$ cat config.mk
export PLATFORM = sky130hd
export DESIGN_NAME = hazard_unit_mc_flat
export DESIGN_NICKNAME = d
export VERILOG_FILES = /design/src/rtl/hazard_unit_mc_if.sv /design/src/rtl/hazard_unit_mc.sv /design/src/flat_wrapper.sv
export SDC_FILE = /design/constraint.sdc
export NUM_CORES = 1
export LEC_CHECK = 0
export ABC_AREA = 1
export CAP_MARGIN = 20
export CORE_UTILIZATION = 43
export DETAILED_ROUTE_END_ITERATION = 12
export HOLD_SLACK_MARGIN = 0.05
export PLACE_DENSITY = 0.92
export SLEW_MARGIN = 25
export SYNTH_ARGS = -nofsm -noshare
export SYNTH_HDL_FRONTEND = slang
export SYNTH_SLANG_ARGS = --single-unit
$ cat constraint.sdc
create_clock -name clk -period 1.6 [get_ports clk]
set_input_delay 0.24 -clock clk [delete_from_list [all_inputs] [get_ports clk]]
set_output_delay 0.24 -clock clk [all_outputs]
set_load 0.02 [all_outputs]
$ cat src/rtl/hazard_unit_mc_if.sv
// Hazard-unit bundle: pipeline-side inputs plus stall/flush/debug outputs.
// Perf-counter signals exist only when PERF_CNT_EN is defined.
interface hazard_unit_mc_if #(
  parameter int unsigned REG_W = 5
`ifdef PERF_CNT_EN
  ,
  parameter int unsigned PERF_W = 32
`endif
);
  logic [REG_W-1:0] rs_d;
  logic [REG_W-1:0] rt_d;
  logic             branch_d;
  logic             jump_d;
  logic             pcsrc_d;
  logic [REG_W-1:0] rt_e;
  logic [REG_W-1:0] writereg_e;
  logic             regwrite_e;
  logic             memtoreg_e;
  logic [REG_W-1:0] writereg_m;
  logic             memtoreg_m;
  logic             memread_m;
  logic             memwrite_m;
  logic             memready_m;
  logic             stall_f;
  logic             stall_d;
  logic             stall_e;
  logic             stall_m;
  logic             flush_d;
  logic             flush_e;
  logic             flush_w;
  logic             mem_timeout;
  logic [1:0]       mem_state;
`ifdef PERF_CNT_EN
  logic [PERF_W-1:0] perf_mem_stalls;
  logic [PERF_W-1:0] perf_data_stalls;
`endif

  modport slave (
`ifdef PERF_CNT_EN
    output perf_mem_stalls,
    output perf_data_stalls,
`endif
    input  rs_d, rt_d, branch_d, jump_d, pcsrc_d,
    input  rt_e, writereg_e, regwrite_e, memtoreg_e,
    input  writereg_m, memtoreg_m, memread_m, memwrite_m, memready_m,
    output stall_f, stall_d, stall_e, stall_m,
    output flush_d, flush_e, flush_w,
    output mem_timeout, mem_state
  );

  modport master (
`ifdef PERF_CNT_EN
    input  perf_mem_stalls,
    input  perf_data_stalls,
`endif
    output rs_d, rt_d, branch_d, jump_d, pcsrc_d,
    output rt_e, writereg_e, regwrite_e, memtoreg_e,
    output writereg_m, memtoreg_m, memread_m, memwrite_m, memready_m,
    input  stall_f, stall_d, stall_e, stall_m,
    input  flush_d, flush_e, flush_w,
    input  mem_timeout, mem_state
  );
endinterface

$ cat src/rtl/hazard_unit_mc.sv
// Hazard unit for a 5-stage pipeline with multi-cycle data memory and a request watchdog.
// Optional stall perf counters are enabled by defining PERF_CNT_EN.
module hazard_unit_mc #(
  parameter int unsigned REG_W       = 5,
  parameter int unsigned MEM_TIMEOUT = 32,
  parameter int unsigned CNT_W       = 6
`ifdef PERF_CNT_EN
  ,
  parameter int unsigned PERF_W      = 32
`endif
) (
  input  logic              clk,
  input  logic              reset,
  hazard_unit_mc_if.slave   hz
);

  typedef enum logic [1:0] {
    StIdle = 2'd0,
    StWait = 2'd1,
    StErr  = 2'd2
  } mem_state_e;

  localparam logic [CNT_W-1:0] CntLast = CNT_W'(MEM_TIMEOUT - 1);

  mem_state_e       state_q;
  logic [CNT_W-1:0] cnt_q;
  logic             timeout_q;

  logic [REG_W-1:0] rs_d, rt_d, rt_e, writereg_e, writereg_m;
  logic             rs_nz, rt_nz;
  logic             lw_haz, br_haz, data_stall;
  logic             req, mem_stall;

  assign rs_d       = hz.rs_d;
  assign rt_d       = hz.rt_d;
  assign rt_e       = hz.rt_e;
  assign writereg_e = hz.writereg_e;
  assign writereg_m = hz.writereg_m;

  // $zero is hard-wired, so a zero specifier never creates a dependency.
  assign rs_nz = |rs_d;
  assign rt_nz = |rt_d;

  assign lw_haz = hz.memtoreg_e &
                  ((rs_nz && (rt_e == rs_d)) || (rt_nz && (rt_e == rt_d)));

  assign br_haz = hz.branch_d &
                  ((hz.regwrite_e &
                    ((rs_nz && (writereg_e == rs_d)) || (rt_nz && (writereg_e == rt_d)))) |
                   (hz.memtoreg_m &
                    ((rs_nz && (writereg_m == rs_d)) || (rt_nz && (writereg_m == rt_d)))));

  assign data_stall = lw_haz | br_haz;

  assign req = hz.memread_m | hz.memwrite_m;

  always_comb begin
    mem_stall = 1'b0;
    unique case (state_q)
      StIdle:  mem_stall = req & ~hz.memready_m;
      StWait:  mem_stall = ~hz.memready_m;
      StErr:   mem_stall = 1'b1;
      default: mem_stall = 1'b0;
    endcase
  end

  // Counter holds the number of stalled cycles already spent on the pending request.
  always_ff @(posedge clk or posedge reset) begin
    if (reset) begin
      state_q   <= StIdle;
      cnt_q     <= '0;
      timeout_q <= 1'b0;
    end else begin
      unique case (state_q)
        StIdle: begin
          if (req && !hz.memready_m) begin
            state_q <= StWait;
            cnt_q   <= CNT_W'(1);
          end
        end
        StWait: begin
          if (hz.memready_m) begin
            state_q <= StIdle;
            cnt_q   <= '0;
          end else if (cnt_q == CntLast) begin
            state_q   <= StErr;
            timeout_q <= 1'b1;
          end else begin
            cnt_q <= cnt_q + CNT_W'(1);
          end
        end
        StErr: begin
          state_q   <= StErr;
          timeout_q <= 1'b1;
        end
        default: begin
          state_q <= StIdle;
          cnt_q   <= '0;
        end
      endcase
    end
  end

  always_comb begin
    hz.stall_f = 1'b0;
    hz.stall_d = 1'b0;
    hz.stall_e = 1'b0;
    hz.stall_m = 1'b0;
    hz.flush_d = 1'b0;
    hz.flush_e = 1'b0;
    hz.flush_w = 1'b0;
    if (!reset) begin
      if (mem_stall) begin
        hz.stall_f = 1'b1;
        hz.stall_d = 1'b1;
        hz.stall_e = 1'b1;
        hz.stall_m = 1'b1;
        hz.flush_w = 1'b1;
      end else if (data_stall) begin
        hz.stall_f = 1'b1;
        hz.stall_d = 1'b1;
        hz.flush_e = 1'b1;
      end else begin
        hz.flush_d = hz.pcsrc_d | hz.jump_d;
      end
    end
  end

  assign hz.mem_timeout = timeout_q;
  assign hz.mem_state   = state_q;

`ifdef PERF_CNT_EN
  logic [PERF_W-1:0] perf_mem_q;
  logic [PERF_W-1:0] perf_data_q;

  always_ff @(posedge clk or posedge reset) begin
    if (reset) begin
      perf_mem_q  <= '0;
      perf_data_q <= '0;
    end else begin
      if (mem_stall && !(&perf_mem_q)) begin
        perf_mem_q <= perf_mem_q + PERF_W'(1);
      end
      if (!mem_stall && data_stall && !(&perf_data_q)) begin
        perf_data_q <= perf_data_q + PERF_W'(1);
      end
    end
  end

  assign hz.perf_mem_stalls  = perf_mem_q;
  assign hz.perf_data_stalls = perf_data_q;
`endif

endmodule
$ cat src/flat_wrapper.sv
// flat-port wrapper written by rule: the top's interface ports become plain ports
module hazard_unit_mc_flat 
#(
  parameter int unsigned REG_W       = 5,
  parameter int unsigned MEM_TIMEOUT = 32,
  parameter int unsigned CNT_W       = 6

)
  (clk, reset, hz_rs_d, hz_rt_d, hz_branch_d, hz_jump_d, hz_pcsrc_d, hz_rt_e, hz_writereg_e, hz_regwrite_e, hz_memtoreg_e, hz_writereg_m, hz_memtoreg_m, hz_memread_m, hz_memwrite_m, hz_memready_m, hz_stall_f, hz_stall_d, hz_stall_e, hz_stall_m, hz_flush_d, hz_flush_e, hz_flush_w, hz_mem_timeout, hz_mem_state);
  hazard_unit_mc_if #(.REG_W(REG_W)) hz_i ();
  input  logic clk;
  input  logic reset;
  input wire logic [$bits(hz_i.rs_d)-1:0] hz_rs_d;
  input wire logic [$bits(hz_i.rt_d)-1:0] hz_rt_d;
  input wire logic [$bits(hz_i.branch_d)-1:0] hz_branch_d;
  input wire logic [$bits(hz_i.jump_d)-1:0] hz_jump_d;
  input wire logic [$bits(hz_i.pcsrc_d)-1:0] hz_pcsrc_d;
  input wire logic [$bits(hz_i.rt_e)-1:0] hz_rt_e;
  input wire logic [$bits(hz_i.writereg_e)-1:0] hz_writereg_e;
  input wire logic [$bits(hz_i.regwrite_e)-1:0] hz_regwrite_e;
  input wire logic [$bits(hz_i.memtoreg_e)-1:0] hz_memtoreg_e;
  input wire logic [$bits(hz_i.writereg_m)-1:0] hz_writereg_m;
  input wire logic [$bits(hz_i.memtoreg_m)-1:0] hz_memtoreg_m;
  input wire logic [$bits(hz_i.memread_m)-1:0] hz_memread_m;
  input wire logic [$bits(hz_i.memwrite_m)-1:0] hz_memwrite_m;
  input wire logic [$bits(hz_i.memready_m)-1:0] hz_memready_m;
  output wire logic [$bits(hz_i.stall_f)-1:0] hz_stall_f;
  output wire logic [$bits(hz_i.stall_d)-1:0] hz_stall_d;
  output wire logic [$bits(hz_i.stall_e)-1:0] hz_stall_e;
  output wire logic [$bits(hz_i.stall_m)-1:0] hz_stall_m;
  output wire logic [$bits(hz_i.flush_d)-1:0] hz_flush_d;
  output wire logic [$bits(hz_i.flush_e)-1:0] hz_flush_e;
  output wire logic [$bits(hz_i.flush_w)-1:0] hz_flush_w;
  output wire logic [$bits(hz_i.mem_timeout)-1:0] hz_mem_timeout;
  output wire logic [$bits(hz_i.mem_state)-1:0] hz_mem_state;
  assign hz_i.rs_d = hz_rs_d;
  assign hz_i.rt_d = hz_rt_d;
  assign hz_i.branch_d = hz_branch_d;
  assign hz_i.jump_d = hz_jump_d;
  assign hz_i.pcsrc_d = hz_pcsrc_d;
  assign hz_i.rt_e = hz_rt_e;
  assign hz_i.writereg_e = hz_writereg_e;
  assign hz_i.regwrite_e = hz_regwrite_e;
  assign hz_i.memtoreg_e = hz_memtoreg_e;
  assign hz_i.writereg_m = hz_writereg_m;
  assign hz_i.memtoreg_m = hz_memtoreg_m;
  assign hz_i.memread_m = hz_memread_m;
  assign hz_i.memwrite_m = hz_memwrite_m;
  assign hz_i.memready_m = hz_memready_m;
  assign hz_stall_f = hz_i.stall_f;
  assign hz_stall_d = hz_i.stall_d;
  assign hz_stall_e = hz_i.stall_e;
  assign hz_stall_m = hz_i.stall_m;
  assign hz_flush_d = hz_i.flush_d;
  assign hz_flush_e = hz_i.flush_e;
  assign hz_flush_w = hz_i.flush_w;
  assign hz_mem_timeout = hz_i.mem_timeout;
  assign hz_mem_state = hz_i.mem_state;
  hazard_unit_mc #(.REG_W(REG_W), .MEM_TIMEOUT(MEM_TIMEOUT), .CNT_W(CNT_W)) u_core (.clk(clk), .reset(reset), .hz(hz_i));
endmodule
==> results of run 1 <==
-- worst min-delay path, delay by kind of cell --
| kind | cells | cell delay [ns] |
|---|---|---|
| buf+inv | 3 | 0.78 |
-- routing by layer --
| metal | vias up | global-route usage, % |
|---|---|---|
| li1 | 673 | - |
| met1 | 681 | 39.15 |
| met2 | 79 | 57.17 |
| met3 | 18 | 7.826 |
| met4 | 0 | 23.25 |
| met5 | - | 0 |
-- final timing paths --
check / start / endpoint / slack [ns] / depth (start not counted)
max reg2reg: u_core.hz.mem_state[0] / u_core.cnt_q[5] / 0.07 / 9
min in group clk: hz_memready_m / u_core.cnt_q[5] / 0.43 / 5
max: hz_rt_e[1] / hz_flush_e / -0.45 / 9
max in group asynchronous: reset / u_core.hz.mem_state[1] / 0.97 / 3
min reg2reg: u_core.hz.mem_timeout / u_core.hz.mem_timeout / 0.48 / 1
min: reset / u_core.hz.mem_state[0] / 0.42 / 3
-- power groups by stage --
stage	Sequential, W	Combinational (W)	Clock [W]
5_1_grt	0.000227	0.000315	0.000206
3_3_place_gp	0.000232	0.000259	0
2_1_floorplan	0.000232	0.000119	0
4_1_cts	0.000227	0.000267	0.000189
3_5_place_dp	0.000232	0.000267	0
6_report	0.000227	0.000295	0.000185
-- metrics by stage --
step,worst slack [ns],cells
finish,-0.4543,275
global route,-0.5637,275
CTS,-0.3831,282
detailed placement,-1.005,263
global placement,-0.8961,263
floorplan,-0.01648,170
-- sequential cells by signal, indices dropped and copies added (netlist names) --
| register | count |
|---|---|
| u_core.hz.mem_state | 2 |
| u_core.cnt_q | 6 |
| u_core.hz.mem_timeout | 1 |
-- area by class of cell --
type,instances,area (µm²),area share (%)
multi-input cells,130,880.8,44.96
repair buffers,76,680.7,34.74
flip-flops and latches,9,227.7,11.62
inverters,28,107.6,5.492
well taps,28,35.03,1.788
clock buffers,3,22.52,1.149
clock inverters,1,5.005,0.2554
-- placed cells by master, fill, tap and decap left out, types with 2 or more instances in the layout --
| cell | Yosys | layout |
|---|---|---|
| sky130_fd_sc_hd__inv_2 | 4 | 6 |
| sky130_fd_sc_hd__nor3b_2 | 2 | 2 |
| sky130_fd_sc_hd__clkbuf_4 | 0 | 3 |
| sky130_fd_sc_hd__xnor2_2 | 0 | 3 |
| sky130_fd_sc_hd__dlygate4sd2_1 | 0 | 8 |
| sky130_fd_sc_hd__o21ai_1 | 1 | 3 |
| sky130_fd_sc_hd__dlymetal6s2s_1 | 0 | 7 |
| sky130_fd_sc_hd__o21ai_0 | 8 | 6 |
| sky130_fd_sc_hd__xnor2_1 | 12 | 9 |
| sky130_fd_sc_hd__clkbuf_2 | 0 | 6 |
| sky130_fd_sc_hd__buf_6 | 0 | 10 |
| sky130_fd_sc_hd__dfrtp_2 | 0 | 2 |
| sky130_fd_sc_hd__inv_1 | 24 | 21 |
| sky130_fd_sc_hd__nand2_2 | 1 | 5 |
| sky130_fd_sc_hd__nand3_4 | 0 | 2 |
| sky130_fd_sc_hd__nor2_1 | 24 | 17 |
| sky130_fd_sc_hd__clkdlybuf4s50_1 | 0 | 16 |
| sky130_fd_sc_hd__nand2_4 | 1 | 4 |
| sky130_fd_sc_hd__xor2_1 | 14 | 13 |
| sky130_fd_sc_hd__nand3_1 | 6 | 6 |
| sky130_fd_sc_hd__nor2_4 | 1 | 2 |
| sky130_fd_sc_hd__dfrtp_1 | 9 | 7 |
| sky130_fd_sc_hd__nor3_1 | 3 | 3 |
| sky130_fd_sc_hd__nor2_2 | 2 | 8 |
| sky130_fd_sc_hd__buf_4 | 3 | 28 |
| sky130_fd_sc_hd__nand4_1 | 2 | 2 |
| sky130_fd_sc_hd__nand2_1 | 44 | 37 |
-- cell families after synthesis --
kind of cell	after synthesis	share of synthesized area, %
AO/OA/AOI/OAI	11	5.916
XOR/XNOR	26	20.71
adder cells (fa/ha/maj)	1	1.137
buffers and inverters	31	11.60
flip-flops	9	20.48
AND/OR/NAND/NOR	92	40.16
-- timing repair --
item	4_1_cts	5_1_grt
gates resized for setup	67	43
setup buffers	15	3
pin swaps	6	11
endpoints found under the setup margin	9	14
endpoints found under the hold margin	0	0
==> flow_summary.yaml, run 1 <==
clock_network:
  postCtsHoldBufs: 0
  tritoncts_num_sinks: 9
  htree_levels: 1
  clk_path_buf_depth: 2
  clock_tree_root_driver_cell: "sky130_fd_sc_hd__clkbuf_4"
  tritoncts: "done"
  clk_transition_reported_paths_ns: 0.07
  clkLatencyLatePin_ns: 0.27
  cts-buffers-inserted: 3
sta:
  worst_slack_ns: -0.4543
  hold_violations: 0
  timing.final.crit_share_pct: 128.4
  drv_slew: 0
  layout_min_cycle_time_ns: 2.054
  setup_repair_after_global_routing_missed_its_margin: "true"
  hold-worst-slack_ns: 0.4233
  fmax_mhz: 486.8
  setup_violations: 7
  maxSlewHeadroom_pct: 74.72
  worst_clock_skew_ns: 0.01033
  finalSetupTns_ns: -2.866
  worst-slew-pin-transition_ns: 0.3757
yosys:
  cell_count_after_synthesis: 170
  ys_seq_elements: 9
  ys_types: 26
  yosys.cell_count.top_type: "sky130_fd_sc_hd__nand2_1"
  netlist.top_cell.by_area: "sky130_fd_sc_hd__dfrtp_1"
  synthTopCellsByArea: "sky130_fd_sc_hd__dfrtp_1, sky130_fd_sc_hd__nand2_1, sky130_fd_sc_hd__xor2_1"
  synth-seq-area-share_pct: 20.48
  synth.yosys.warnings: 0
  synth_edf_count: 0
  post_synth_most_frequent_cells: "sky130_fd_sc_hd__nand2_1, sky130_fd_sc_hd__inv_1, sky130_fd_sc_hd__nor2_1, sky130_fd_sc_hd__xor2_1, sky130_fd_sc_hd__xnor2_1"
  avgSynthCellArea_um2: 6.469
  syn_nets: 207
  postSynth.topFlopCell: "sky130_fd_sc_hd__dfrtp_1"
  yosysTopAreaCellShare_pct: 20.48
  ys_async_sr_fraction_pct: 100.0
  synthesis.area_um2: 1100
placed_design:
  detailed_place.area_um2: 1753
  io_buffers: 45
  half_perimeter_wire_length_of_the_detailed_placement_result_um: 2573
  routabilityCongestion: 0.8300
critical_path:
  cp_buf_inv_count: 3
  critPathKind: "input port to output port"
  required_ns: 1.36
  path_delay_family: "buffers and inverters"
  arrival_ns: 1.81
  setup.worst_path.start_class: "input port"
  crit_fanout: 2
  crit_path_end_kind: "output port"
  slowest_stage: "sky130_fd_sc_hd__clkdlybuf4s50_1"
  path_cells: "clkdlybuf4s50_1, xor2_1, nor2_1, nand4_1, o21ai_1, nand2_1, buf_4, a21boi_4, buf_6"
  cpPeakStageDelay_ns: 0.45
global_routing:
  leftover_overflow_at_the_end_of_global_routing: 0
  grt_start_max_net_pins: 9
  via_count_of_the_first_global_routing_pass: 1411
  initial_antenna_violation_count: 0
  grt_first_pass_wirelength_um: 6630
  track_usage_pct: 34.59
pwr:
  irDropWorstVdd_mv: 0.4275
  psw_w: 0.0002450
  leakage_component_of_the_power_nw: 1.078
  post-layout-total-power_w: 0.0007079
  seqPwrFrac_pct: 32.1
  share_comb_of_total_power_pct: 41.7
  clock_power_share_pct: 26.2
  p_int_w: 0.0004630
  p_per_area_nw_per_um2: 361.3
  power_switching_share_pct: 34.60
floorplan:
  placeableCoreArea_um2: 2318
  initial_core_utilization_pct: 47.44
  chipHeight_um: 52.58
  rows: 17
  floorplan.die_area_um2: 2764
  design.portCount: 46
  dieWidth_um: 52.58
finish:
  n_fill_cell: 127
  drive_above_1_share_pct: 36.44
  layout.cell_area.non_filler_um2: 1959
  layout.core_utilization_pct: 84.51
  nets: 285
  antenna_diode_count: 0
  area_growth_syn_to_layout_pct: 78.16
run_status:
  run_status: "finished, violations left"
  failing_checks: "negative setup slack"
drt:
  routed_length_on_met2_um: 2149
  antenna_violating_nets_post_route: 0
  vias: 1451
  avgRoutedWirePerCell_um: 15.73
  detail_route.drc_violations: 0
  drt-pass1-iter-count: 4
  top_layer: "met4"
  route.final.wire_length_um: 4326
  starting_drt_drc_count: 42
  met3_wirelength_um: 291
  route.detailed.vias_per_inst: 5.276
  routedLengthMet1_um: 1730
hold_path:
  worst_hold_path_type: "input port to asynchronous set/reset pin"
run:
  drv_cap: 0
Power figures use the tool's default switching activity.
==> run 2, diff against run 1 <==
Settings changed: TNS_END_PERCENT from default to 1.
==> run 2 against run 1 <==
  * The run still ends with negative setup slack left
  * Critical path depth unchanged
  * Critical path type unchanged
  * Via count grew 4.0%
  * Final area increased by 1.3%
  * Critical endpoint unchanged
==> flow_summary.yaml, run 2 (same netlist as run 1, synthesis figures left out) <==
critical_path:
  crit_fanout: 2
  r2r_setup_slack_ns: -0.45
  setup.worst_path.start_class: "input port"
  critPathKind: "input port to output port"
  r2r-start: "u_core.cnt_q[0]"
  arrival_ns: 1.84
  worstRegToRegCells: 14
  crit-reg2reg-capture: "u_core.hz.mem_state[0]"
  crit_path_end_kind: "output port"
  required_ns: 1.36
pwr:
  irDropWorstVdd_mv: 0.4270
  leakage_component_of_the_power_nw: 1.087
  p_per_area_nw_per_um2: 360.6
floorplan:
  placeableCoreArea_um2: 2318
  rows: 17
  chipHeight_um: 52.58
  design.portCount: 46
  floorplan.die_area_um2: 2764
  dieWidth_um: 52.58
  initial_core_utilization_pct: 47.44
drt:
  starting_drt_drc_count: 55
  vias: 1509
  route.final.wire_length_um: 4719
  route.detailed.vias_per_inst: 5.351
  antenna_violating_nets_post_route: 0
  avgRoutedWirePerCell_um: 16.73
  drt-pass1-iter-count: 4
  detail_route.drc_violations: 0
placed_design:
  dpl.cell_count: 263
  detailed_place.area_um2: 1753
  dp_worst_setup_slack_ns: -1.005
  half_perimeter_wire_length_of_the_detailed_placement_result_um: 2573
  routabilityCongestion: 0.8300
  io_buffers: 45
clock_network:
  clk_transition_reported_paths_ns: 0.08
  tritoncts: "done"
  clock_tree_root_driver_cell: "sky130_fd_sc_hd__clkbuf_4"
  cts-buffers-inserted: 3
  clk_path_buf_depth: 2
  clkLatencyLatePin_ns: 0.28
  postCtsHoldBufs: 0
  tritoncts_num_sinks: 9
  htree_levels: 1
finish:
  final_cell_count_no_fill: 282
  antenna_diode_count: 0
  area_growth_syn_to_layout_pct: 80.55
  final_common_cell: "sky130_fd_sc_hd__nand2_1"
  largest_register_ffs: 6
  n_fill_cell: 122
  largest_register: "u_core.cnt_q"
  layout.cell_area.non_filler_um2: 1986
  drive_above_1_share_pct: 37.01
  nets: 292
  layout_common_cells: "sky130_fd_sc_hd__nand2_1, sky130_fd_sc_hd__buf_4, sky130_fd_sc_hd__inv_1"
sta:
  fmax_mhz: 481.7
  setup_violations: 8
  drv_slew: 0
  worst_clock_skew_ns: 0.01149
  layout_min_cycle_time_ns: 2.076
  finalSetupTns_ns: -3.481
  timing.final.crit_share_pct: 129.7
  hold-worst-slack_ns: 0.4046
  hold_violations: 0
  maxSlewHeadroom_pct: 68.14
  worst-slew-pin-transition_ns: 0.4735
  worst_slack_ns: -0.4758
  setup_repair_after_global_routing_missed_its_margin: "true"
global_routing:
  initial_antenna_violation_count: 0
  grt_start_max_net_pins: 9
  via_count_of_the_first_global_routing_pass: 1411
  track_usage_pct: 34.59
  grt_first_pass_wirelength_um: 6630
  leftover_overflow_at_the_end_of_global_routing: 0
run_status:
  run_status: "finished, violations left"
  failing_checks: "negative setup slack"
run:
  drv_cap: 0
hold_path:
  worst_hold_path_type: "input port to asynchronous set/reset pin"
[run 2: cell types whose count changed in the layout (fill, tap and decap cells not counted), sizes merged]
cell           delta
clkdlybuf4s50     +1
buf               +7
dlymetal6s2s      -1
[run 2: cell type report]
class / count / area, µm² / share of cell area [%]
Timing Repair Buffer: 83 / 726.9 / 36.61
Clock buffer: 3 / 22.52 / 1.134
Multi-Input combinational cell: 130 / 860.8 / 43.35
Clock inverter: 1 / 5.005 / 0.2520
Sequential cell: 9 / 227.7 / 11.47
Tap cell: 28 / 35.03 / 1.764
Inverter: 28 / 107.6 / 5.419
[run 2: power breakdown]
| group | internal, W | switching [W] |
|---|---|---|
| sequential | 0.000227 | 0 |
| clock | 0.0000926 | 0.0000958 |
| combinational | 0.000142 | 0.000158 |
| total | 0.000462 | 0.000254 |
[run 2: worst max path at each step]
stage	startpoint	endpoint	slack, ns	cells past startpoint
final	hz_rt_e[1]	hz_flush_e	-0.48	9
after global routing	hz_rs_d[4]	hz_stall_f	-0.54	14
after CTS	u_core.cnt_q[0]	hz_stall_f	-0.38	11
after detailed placement	hz_rt_d[3]	hz_stall_f	-1.01	13
after global placement	hz_rs_d[3]	hz_stall_f	-0.90	13
after floorplan	u_core.hz.mem_state[1]	hz_flush_d	-0.02	11
[run 2: critical path, stage by stage]
cell and delay [ns]:
sky130_fd_sc_hd__clkdlybuf4s50_1 0.47, sky130_fd_sc_hd__xor2_1 0.19, sky130_fd_sc_hd__nor2_1 0.14, sky130_fd_sc_hd__nand4_1 0.10
sky130_fd_sc_hd__o21ai_1 0.15, sky130_fd_sc_hd__nand2_1 0.11, sky130_fd_sc_hd__buf_4 0.16, sky130_fd_sc_hd__a21boi_4 0.15
sky130_fd_sc_hd__buf_6 0.13
[run 2: through the flow]
step           power [W]  util [%]
2_1_floorplan  0.0003510         -
3_3_place_gp   0.0004904     75.61
3_5_place_dp   0.0004983     75.61
4_1_cts        0.0006827     82.84
5_1_grt        0.0007509     85.64
6_report       0.0007160     85.64
[run 2: repair_timing]
action	CTS	global route
buffers inserted	15	1
pin swaps	6	9
gates resized for setup	67	36
endpoints found under the setup margin	9	14
[run 2: layer usage]
layer / global-route usage (%) / vias to the layer above / part of all wire, %
li1: - / 687 / -
met1: 39.15 / 706 / 38
met2: 57.17 / 88 / 49
met3: 7.826 / 28 / 7.6
met4: 23.25 / 0 / 5.7
met5: 0 / - / 0
==> patch: new RTL, settings of run 1 <==
`REG_W` is set to 5 in 3 places; all go to 10.
--- a/src/rtl/hazard_unit_mc_if.sv
+++ b/src/rtl/hazard_unit_mc_if.sv
@@ -2,5 +2,5 @@
 // Perf-counter signals exist only when PERF_CNT_EN is defined.
 interface hazard_unit_mc_if #(
-  parameter int unsigned REG_W = 5
+  parameter int unsigned REG_W = 10
 `ifdef PERF_CNT_EN
   ,
--- a/src/rtl/hazard_unit_mc.sv
+++ b/src/rtl/hazard_unit_mc.sv
@@ -2,5 +2,5 @@
 // Optional stall perf counters are enabled by defining PERF_CNT_EN.
 module hazard_unit_mc #(
-  parameter int unsigned REG_W       = 5,
+  parameter int unsigned REG_W       = 10,
   parameter int unsigned MEM_TIMEOUT = 32,
   parameter int unsigned CNT_W       = 6
--- a/src/flat_wrapper.sv
+++ b/src/flat_wrapper.sv
@@ -2,5 +2,5 @@
 module hazard_unit_mc_flat 
 #(
-  parameter int unsigned REG_W       = 5,
+  parameter int unsigned REG_W       = 10,
   parameter int unsigned MEM_TIMEOUT = 32,
   parameter int unsigned CNT_W       = 6
Ports: changed (5 resized); port bits go from 46 to 71. The function was not compared with the original's and may differ.
==> patch against run 1 <==
  * The run still ends with negative setup slack left
  * Maximum frequency increased by 13%
  * First-iteration DRC count increased to 6.8 times the old value
  * Power increased to 3.5 times the old value
  * Critical path depth increased by 2
  * Synthesized cell count increased by 140%
  * Sequential cell count unchanged
  * Worst setup slack improved by 0.24 ns
  * Count of clock-buffer cells in the layout unchanged
  * Utilization decreased by 6.4 points
  * Routed wire length increased by 120%
  * Area after synthesis increased by 80%
  * Design area increased by 75%
==> patch: results <==
INSERT INTO impl_metrics (metric_group, metric, value, unit) VALUES
('global_routing', 'first_pass_grt_wire_length', '12.68', 'mm'),
('logic_synthesis', 'ys_top_cells_by_area', 'nand2_1 (36%), nor2_1 (13%), dfrtp_1 (11%)', ''),
('detailed_routing', 'number_of_drc_markers_after_the_initial_detailed_route_iteration', '284', ''),
('global_routing', 'met2_usage_grt', '62.07', '%'),
('worst_setup_path', 'reg2reg_from', 'u_core.cnt_q[1]', ''),
('detailed_routing', 'wl_per_cell', '16.13', 'um'),
('worst_setup_path', 'worst_r2r_path_depth', '10', ''),
('sta', 'timing.final.ws_setup', '-0.2126', 'ns'),
('logic_synthesis', 'ys_seq_area_share', '11.39', '%'),
('layout', 'layout.filler_cells', '340', ''),
('place', 'globalplace.congestion', '0.9905', ''),
('logic_synthesis', 'number_of_distinct_library_cell_variants_in_the_gate_level_netlist_after_synthesis', '29', ''),
('global_routing', 'gr-usage-met3', '1.890', '%'),
('worst_setup_path', 'setup.reg_to_reg.worst_slack', '-0.16', 'ns'),
('power', 'intPower', '1266', 'uW'),
('worst_setup_path', 'worst-endpoint-arrival', '1.57', 'ns'),
('place', 'detailedPlacementHpwl', '6.375', 'mm'),
('run_status', 'run_status', 'finished, violations left', ''),
('global_routing', 'groute.layer.met1.usage', '38.41', '%'),
('power', 'max-vdd-ir-drop', '0.4053', 'mV'),
('global_routing', 'groute.usage.overall', '32.61', '%'),
('sta', 'setup_viol', '13', ''),
('run_status', 'violations', 'negative setup slack', ''),
('sta', 'timing_worst_slew_pin_value', '0.3207', 'ns'),
('worst_setup_path', 'critical_path.reg2reg.endpoint', 'u_core.cnt_q[3]', '');
-- patch: changes by cell type after synthesis, sizes merged, moves of 7 or more --
cell / delta
nand2: +145
a21oi: +7
nand3: +9
o21ai: -7
nand4: +9
inv: +32
xor2: -12
nor2: +45
-- patch: logic make-up (layout without fill, tap and decap cells) --
group	count (synthesis)	after routing	synth area share, %
flip-flops	9	9	11.39
buffers and inverters	63	183	12.52
AND/OR/NAND/NOR	305	305	65.09
XOR/XNOR	14	14	6.199
adder cells (fa/ha/maj)	1	1	0.6324
AO/OA/AOI/OAI	14	14	4.175
-- patch: critical path: stages --
cell and delay (ns):
clkdlybuf4s15_2 0.23, nand2_1 0.11, nand2_1 0.08, nor3b_2 0.16, nand3b_1 0.10, nor2_1 0.16, nand2_1 0.08, nand2_1 0.09
nand2_2 0.06, a21oi_2 0.11, buf_4 0.15
-- patch: area by class of cell --
cell class,instances,area share [%]
multi-input cells,334,54.38
clock buffers,3,1.205
well taps,52,1.899
flip-flops and latches,9,6.647
repair buffers,119,28.85
clock inverters,1,0.1461
inverters,60,6.866
-- patch: how the worst max path moves through the flow --
stage | depth (start not counted) | endpoint | from | slack, ns
after floorplan | 8 | hz_stall_f | u_core.hz.mem_state[1] | 0.008
after global placement | 16 | hz_stall_f | hz_rs_d[6] | -1.11
after detailed placement | 16 | hz_stall_f | hz_rs_d[6] | -1.12
after CTS | 16 | hz_stall_f | hz_writereg_m[6] | -0.13
after global routing | 16 | hz_stall_d | hz_writereg_m[0] | -0.29
final | 11 | hz_flush_e | hz_rt_e[6] | -0.21
-- patch: power groups by stage --
stage / clock network, uW / logic, uW / registers (uW)
floorplan: 0 / 689 / 371
global placement: 0 / 1350 / 331
detailed placement: 0 / 1390 / 337
CTS: 266 / 1490 / 340
global route: 302 / 1890 / 353
finish: 306 / 1790 / 353
-- patch: metal layers --
metal,vias to the layer above,part of all wire [%]
li1,1479,-
met1,1384,35
met2,219,49
met3,59,8.8
met4,0,7.2
met5,-,0
-- patch: stage by stage --
stage / setup TNS, ns / total power (uW) / worst slack [ns] / cell area, um^2 / instances
after global routing: -2.213 / 2550 / -0.2950 / 3426 / 578
after global placement: -6.159 / 1684 / -1.108 / 3007 / 561
after CTS: -0.5112 / 2097 / -0.1320 / 3208 / 571
after floorplan: 0 / 1060 / 0.008255 / 1997 / 406
after detailed placement: -6.557 / 1728 / -1.120 / 3007 / 561
final: -1.565 / 2451 / -0.2126 / 3426 / 578
-- patch: timing repair --
action / CTS / global route
pin swaps: 78 / 60
hold buffers: 0 / 0
endpoints found under the hold margin: 0 / 0
gates resized for setup: 312 / 86
endpoints found under the setup margin: 7 / 14
buffers inserted: 6 / 7
